**src/rtl/mpy_pkg.sv**
```systemverilog
// Shared types and helpers for the shared shift-add multiplier arbiter.
// Round-robin pick and the FSM state encoding live here.
package mpy_pkg;

    localparam int NREQ  = 4;
    localparam int WIDTH = 32;
    localparam int IDW   = (NREQ > 1) ? $clog2(NREQ) : 1;

    typedef enum logic [1:0] {
        IDLE,
        RUN,
        DONE
    } mpy_state_t;

    // Scan downward so the smallest offset from ptr wins.
    function automatic logic [IDW-1:0] rr_pick(
        input logic [NREQ-1:0] valid,
        input logic [IDW-1:0]  ptr
    );
        logic [IDW-1:0] g;
        int             idx;
        g = ptr;
        for (int k = NREQ - 1; k >= 0; k--) begin
            idx = (int'(ptr) + k) % NREQ;
            if (valid[idx]) begin
                g = IDW'(idx);
            end
        end
        return g;
    endfunction

endpackage

```
**src/rtl/mpy_shift_add_core.sv**
```systemverilog
// Sequential shift-add unsigned multiplier datapath.
// One add/shift step per cycle while step is high; load primes the operands.
module mpy_shift_add_core #(
    parameter int WIDTH = 32
) (
    input  logic               CLK,
    input  logic               RST,
    input  logic               load,
    input  logic               step,
    input  logic [WIDTH-1:0]   a,
    input  logic [WIDTH-1:0]   b,
    output logic [2*WIDTH-1:0] product,
    output logic               last
);

    localparam int CW = $clog2(WIDTH);

    logic [WIDTH-1:0]   mcand_q;
    logic [2*WIDTH-1:0] prod_q;
    logic [CW-1:0]      cnt_q;
    logic [WIDTH:0]     sum;

    // Carry lands in the top bit of the shifted product.
    always_comb begin
        sum = {1'b0, prod_q[2*WIDTH-1:WIDTH]};
        if (prod_q[0]) begin
            sum = {1'b0, prod_q[2*WIDTH-1:WIDTH]} + {1'b0, mcand_q};
        end
    end

    always_ff @(posedge CLK) begin
        if (RST) begin
            mcand_q <= '0;
            prod_q  <= '0;
            cnt_q   <= '0;
        end else if (load) begin
            mcand_q <= a;
            prod_q  <= {{WIDTH{1'b0}}, b};
            cnt_q   <= '0;
        end else if (step) begin
            prod_q  <= {sum, prod_q[WIDTH-1:1]};
            cnt_q   <= cnt_q + 1'b1;
        end
    end

    assign product = prod_q;
    assign last    = (cnt_q == CW'(WIDTH - 1));

endmodule

```
**src/rtl/mpy_share_arbiter.sv**
```systemverilog
// Round-robin front end sharing one shift-add multiplier among NREQ clients.
// Holds the FSM, rr pointer, owner id and the handshakes.
module mpy_share_arbiter
    import mpy_pkg::*;
(
    input  logic                  CLK,
    input  logic                  RST,
    input  logic [NREQ-1:0]       req_valid,
    input  logic [NREQ*WIDTH-1:0] req_a,
    input  logic [NREQ*WIDTH-1:0] req_b,
    output logic [NREQ-1:0]       req_ready,
    output logic                  rsp_valid,
    output logic [IDW-1:0]        rsp_id,
    output logic [2*WIDTH-1:0]    rsp_product,
    input  logic                  rsp_ready,
    output logic                  busy
);

    mpy_state_t         state_q;
    mpy_state_t         state_d;
    logic [IDW-1:0]     rr_q;
    logic [IDW-1:0]     id_q;
    logic [IDW-1:0]     grant;
    logic               load;
    logic               step;
    logic               last;
    logic [2*WIDTH-1:0] product;

    assign grant = rr_pick(req_valid, rr_q);

    always_comb begin
        state_d   = state_q;
        req_ready = '0;
        load      = 1'b0;
        step      = 1'b0;
        unique case (state_q)
            IDLE: begin
                if (|req_valid) begin
                    req_ready[grant] = 1'b1;
                    load             = 1'b1;
                    state_d          = RUN;
                end
            end
            RUN: begin
                step = 1'b1;
                if (last) begin
                    state_d = DONE;
                end
            end
            DONE: begin
                if (rsp_ready) begin
                    state_d = IDLE;
                end
            end
            default: state_d = IDLE;
        endcase
    end

    always_ff @(posedge CLK) begin
        if (RST) begin
            state_q <= IDLE;
            rr_q    <= '0;
            id_q    <= '0;
        end else begin
            state_q <= state_d;
            if (load) begin
                id_q <= grant;
            end
            if (state_q == DONE && rsp_ready) begin
                rr_q <= (id_q == IDW'(NREQ - 1)) ? '0 : id_q + 1'b1;
            end
        end
    end

    mpy_shift_add_core #(
        .WIDTH (WIDTH)
    ) u_core (
        .CLK     (CLK),
        .RST     (RST),
        .load    (load),
        .step    (step),
        .a       (req_a[grant*WIDTH +: WIDTH]),
        .b       (req_b[grant*WIDTH +: WIDTH]),
        .product (product),
        .last    (last)
    );

    assign rsp_valid   = (state_q == DONE);
    assign busy        = (state_q != IDLE);
    assign rsp_id      = id_q;
    assign rsp_product = rsp_valid ? product : '0;

endmodule

```
**config.mk**
```make
export PLATFORM = sky130hd
export DESIGN_NAME = mpy_share_arbiter
export DESIGN_NICKNAME = d
export VERILOG_FILES = /design/src/rtl/mpy_pkg.sv /design/src/rtl/mpy_shift_add_core.sv /design/src/rtl/mpy_share_arbiter.sv
export SDC_FILE = /design/constraint.sdc
export NUM_CORES = 1
export LEC_CHECK = 0
export ABC_AREA = 1
export BUFFER_PORTS_ARGS = -buffer_cell sky130_fd_sc_hd__buf_2
export CAP_MARGIN = 20
export CORE_ASPECT_RATIO = 1.25
export CORE_MARGIN = 3
export CORE_UTILIZATION = 52
export CTS_CLUSTER_SIZE = 14
export DETAILED_ROUTE_END_ITERATION = 8
export MAX_ROUTING_LAYER = met4
export PLACE_DENSITY = 0.82
export SETUP_SLACK_MARGIN = 0.3
export SYNTH_ARGS = -nofsm -noshare
export SYNTH_HDL_FRONTEND = slang
export SYNTH_SLANG_ARGS = --single-unit
```
**constraint.sdc**
```tcl
create_clock -name CLK -period 2.8 [get_ports CLK]
set_clock_uncertainty 0.15 [all_clocks]
set_input_delay 0.56 -clock CLK [delete_from_list [all_inputs] [get_ports CLK]]
set_output_delay 0.56 -clock CLK [all_outputs]
set_load 0.02 [all_outputs]
```
==> results.ini <==
[status]
outcome=completed

[grt]
grt_pass1_vias=11710
grt.total_usage_pct=35.27
antenna_found_initial=4
grt_max_degree=129
grt_pass1_wl_um=57810
grt_overflow_total=0

[clocking]
root_buffer=clkbuf_16
cts_tree=done
clkLatencyLatePin_ns=0.36
h-tree-depth=3
hold_buffers=0
clk_path_buf_depth=2
clock_sinks=107
clkTransAtPathRegs_ns=0.08
cts_made_buffers=9

[critical_path]
cp-end-kind=primary output
start_kind=flop
cp_max_fo=5
r2r_cells=14
r2r_slack_ns=0.44
regToRegEndpoint=u_core.product[27]$_SDFFE_PP0P_
worstPathArrival_ns=1.92
r2r-start=rr_q[0]$_SDFFE_PP0P_
required_ns=2.09
criticalPathCategory=flop to primary output

[power_and_ir_drop]
p_comb_share_pct=30.8
p_leak_uw=0.007063
powerDensity_mw_per_mm2=358.0
power.switching_uw=1577
switching_share_pct=36.07
irDropWorstVdd_mv=0.3025
seqPwrFrac_pct=40.1
clkPwrFrac_pct=29.1
p_int_uw=2795

[floorplan]
die_w_um=129.4
die_area_mm2=0.02074
rows=55
fp.coreArea_mm2=0.01837
initial_core_util_pct=53.88
pin_count=335
die_h_um=160.3

[layout]
fillers=1842
drive_gt1_share_pct=20.38
multi_input_area_mm2=0.006097
syn2layout_area_growth_pct=23.35
area.sequential_mm2=0.002147
nets=2394
post-route-util_pct=66.47

[timing]
worstMarginPinSlew_ns=0.7526
relSlewSlack_pct=49.75
hold_viol=0
rsz0062_at_grt=true
fin_crit_sh_pct=93.96
setup_tns_ns=0
fmax_mhz=380.1
drv_slew=0
min_period_ns=2.631
setup_viol=0

[yosys]
yosys_warnings=0
synth-xor-area-share_pct=1.062
syn_inst=1812
synth.top_cell.area_share_pct=21.64
syn_area_mm2=0.009901
synthArstFlopShare_pct=0
syn_nets=2111
synth_top_family_by_area=simple AND/OR/NAND/NOR gates
synth_seq_cells=107
synth_compound_area_share_pct=10.56
synth-simple-area-share_pct=43.76
synth.distinct_cells=37
synth_flop_cell=dfxtp_1
synth_edf_count=0
synth_fa_ha_area_share_pct=4.625
post-synth-top-count-cell=nand2_1
synthMuxAreaShare_pct=0
synth_top_area_cell=dfxtp_1
synth.cells.most_frequent=482 x nand2_1, 368 x nand3_1, 351 x inv_1
syn_avg_cell_area_um2=5.464
ys_seq_area_share_pct=21.64
ys_top_cells_by_area=dfxtp_1 22%, nand3_1 19%, nand2_1 18%

[routing]
wl_per_cell_um=15.68
finalWirelength_um=36580
drcViolationCount=0
drtPass1Iterations=6
dr_total_vias=12590
via_per_inst=5.395
ant_nets=0
drt_iter0_markers=993

[placed_design]
dp_hpwl_um=27900
numPortBuffers=334
gp_congestion=0.9676

[flow_run]
max_cap_violations=0

[hold_path]
holdPathEnd=state_q[0]$_SDFFE_PP0P_
hold_depth=2
hold_path_class=input pin to flop
hold_start=RST

-- metrics by stage --
stage               worst slack (ns)  power (µW)  std cells  area [µm²]  hold WS [ns]
finish                        0.1691        4372       2333       12210        0.2969
floorplan                     0.2525        2607       1812        9913        0.2801
global placement              0.1724        3055       2300       11660        0.2936
CTS                           0.1703        4352       2326       12130        0.2919
detailed placement            0.1651        3075       2300       11660        0.3033
global route                 0.09521        4619       2332       12210        0.3036
-- routing by layer --
layer / vias to the layer above / routed length (µm) / part of all wire [%] / global-route usage [%]
met1: 5661 / 14590 / 40 / 42.93
li1: 6262 / - / - / -
met4: 0 / 1536 / 4.2 / 13.71
met5: - / 0 / 0 / -
met2: 567 / 17970 / 49 / 58.82
met3: 97 / 2482 / 6.8 / 4.650
-- power groups by stage --
stage / Sequential (µW) / Combinational [µW] / Clock (µW)
after floorplan: 1740 / 864 / 0
after global placement: 1780 / 1270 / 0
after detailed placement: 1780 / 1290 / 0
after CTS: 1750 / 1320 / 1280
after global routing: 1760 / 1510 / 1340
final: 1750 / 1350 / 1270
-- cell families after synthesis --
| logic type | after synthesis |
|---|---|
| AOI/OAI and AO/OA | 187 |
| adders and majority gates | 36 |
| and+or+nand+nor | 1013 |
| buffers and inverters | 457 |
| DFF | 107 |
| xor gates and xnor gates | 12 |
-- worst max-delay path, stage by stage (launching register included) --
cell and delay, ns:
dfxtp_4 0.38, buf_6 0.14, o21ai_4 0.17, nand2_2 0.08, o21a_1 0.20, nand2_4 0.10
inv_4 0.04, nor2_4 0.08, inv_2 0.06, nor2_1 0.13, buf_4 0.17
-- timing repair --
item	4_1_cts	5_1_grt
pin swaps	14	12
setup buffers	10	2
gates resized for setup	41	14
setup endpoints to repair	42	77
-- area by class of cell --
cell class | instances | share of cell area [%]
Sequential cell | 107 | 17.58
Tap cell | 228 | 2.336
Inverter | 359 | 11.12
Antenna cell | 5 | 0.1024
Clock inverter | 5 | 0.3688
Timing Repair Buffer | 370 | 16.67
Multi-Input combinational cell | 1248 | 49.92
Clock buffer | 11 | 1.906
-- state kept, by name, summed over array words and instances, names as in the netlist --
register	count
rr_q	2
state_q	2
u_core.product	64
u_core.mcand_q	32
rsp_id	2
u_core.cnt_q	5
-- layout by cell type (no fill, tap or decap), types with 2 or more instances in the layout --
cell / instances
nor2_2: 2
nand2_4: 10
o221ai_1: 18
buf_2: 330
buf_4: 29
o21ai_0: 58
or2_2: 2
nor2_1: 131
buf_12: 3
a221oi_1: 6
nand3_1: 365
buf_6: 7
xor2_1: 11
inv_6: 3
inv_2: 6
nor3_1: 7
ha_1: 34
o21bai_1: 3
a21oi_1: 94
dfxtp_1: 105
clkinv_1: 2
o211ai_1: 2
clkbuf_16: 9
nand2_1: 469
nor2_4: 4
diode_2: 5
o21a_1: 2
clkbuf_1: 2
nand3_2: 3
inv_4: 2
nand2_2: 6
inv_1: 348
nand4_1: 8
-- how the worst max path moves through the flow --
stage | startpoint | endpoint | cells after the start
floorplan | req_valid[1] | req_ready[0] | 10
global placement | req_valid[1] | req_ready[2] | 14
detailed placement | req_valid[1] | req_ready[2] | 14
CTS | rr_q[0]$_SDFFE_PP0P_ | req_ready[2] | 13
global route | rr_q[0]$_SDFFE_PP0P_ | req_ready[2] | 13
finish | rr_q[0]$_SDFFE_PP0P_ | req_ready[1] | 10
Note: power is estimated with default switching activity, not from simulation.
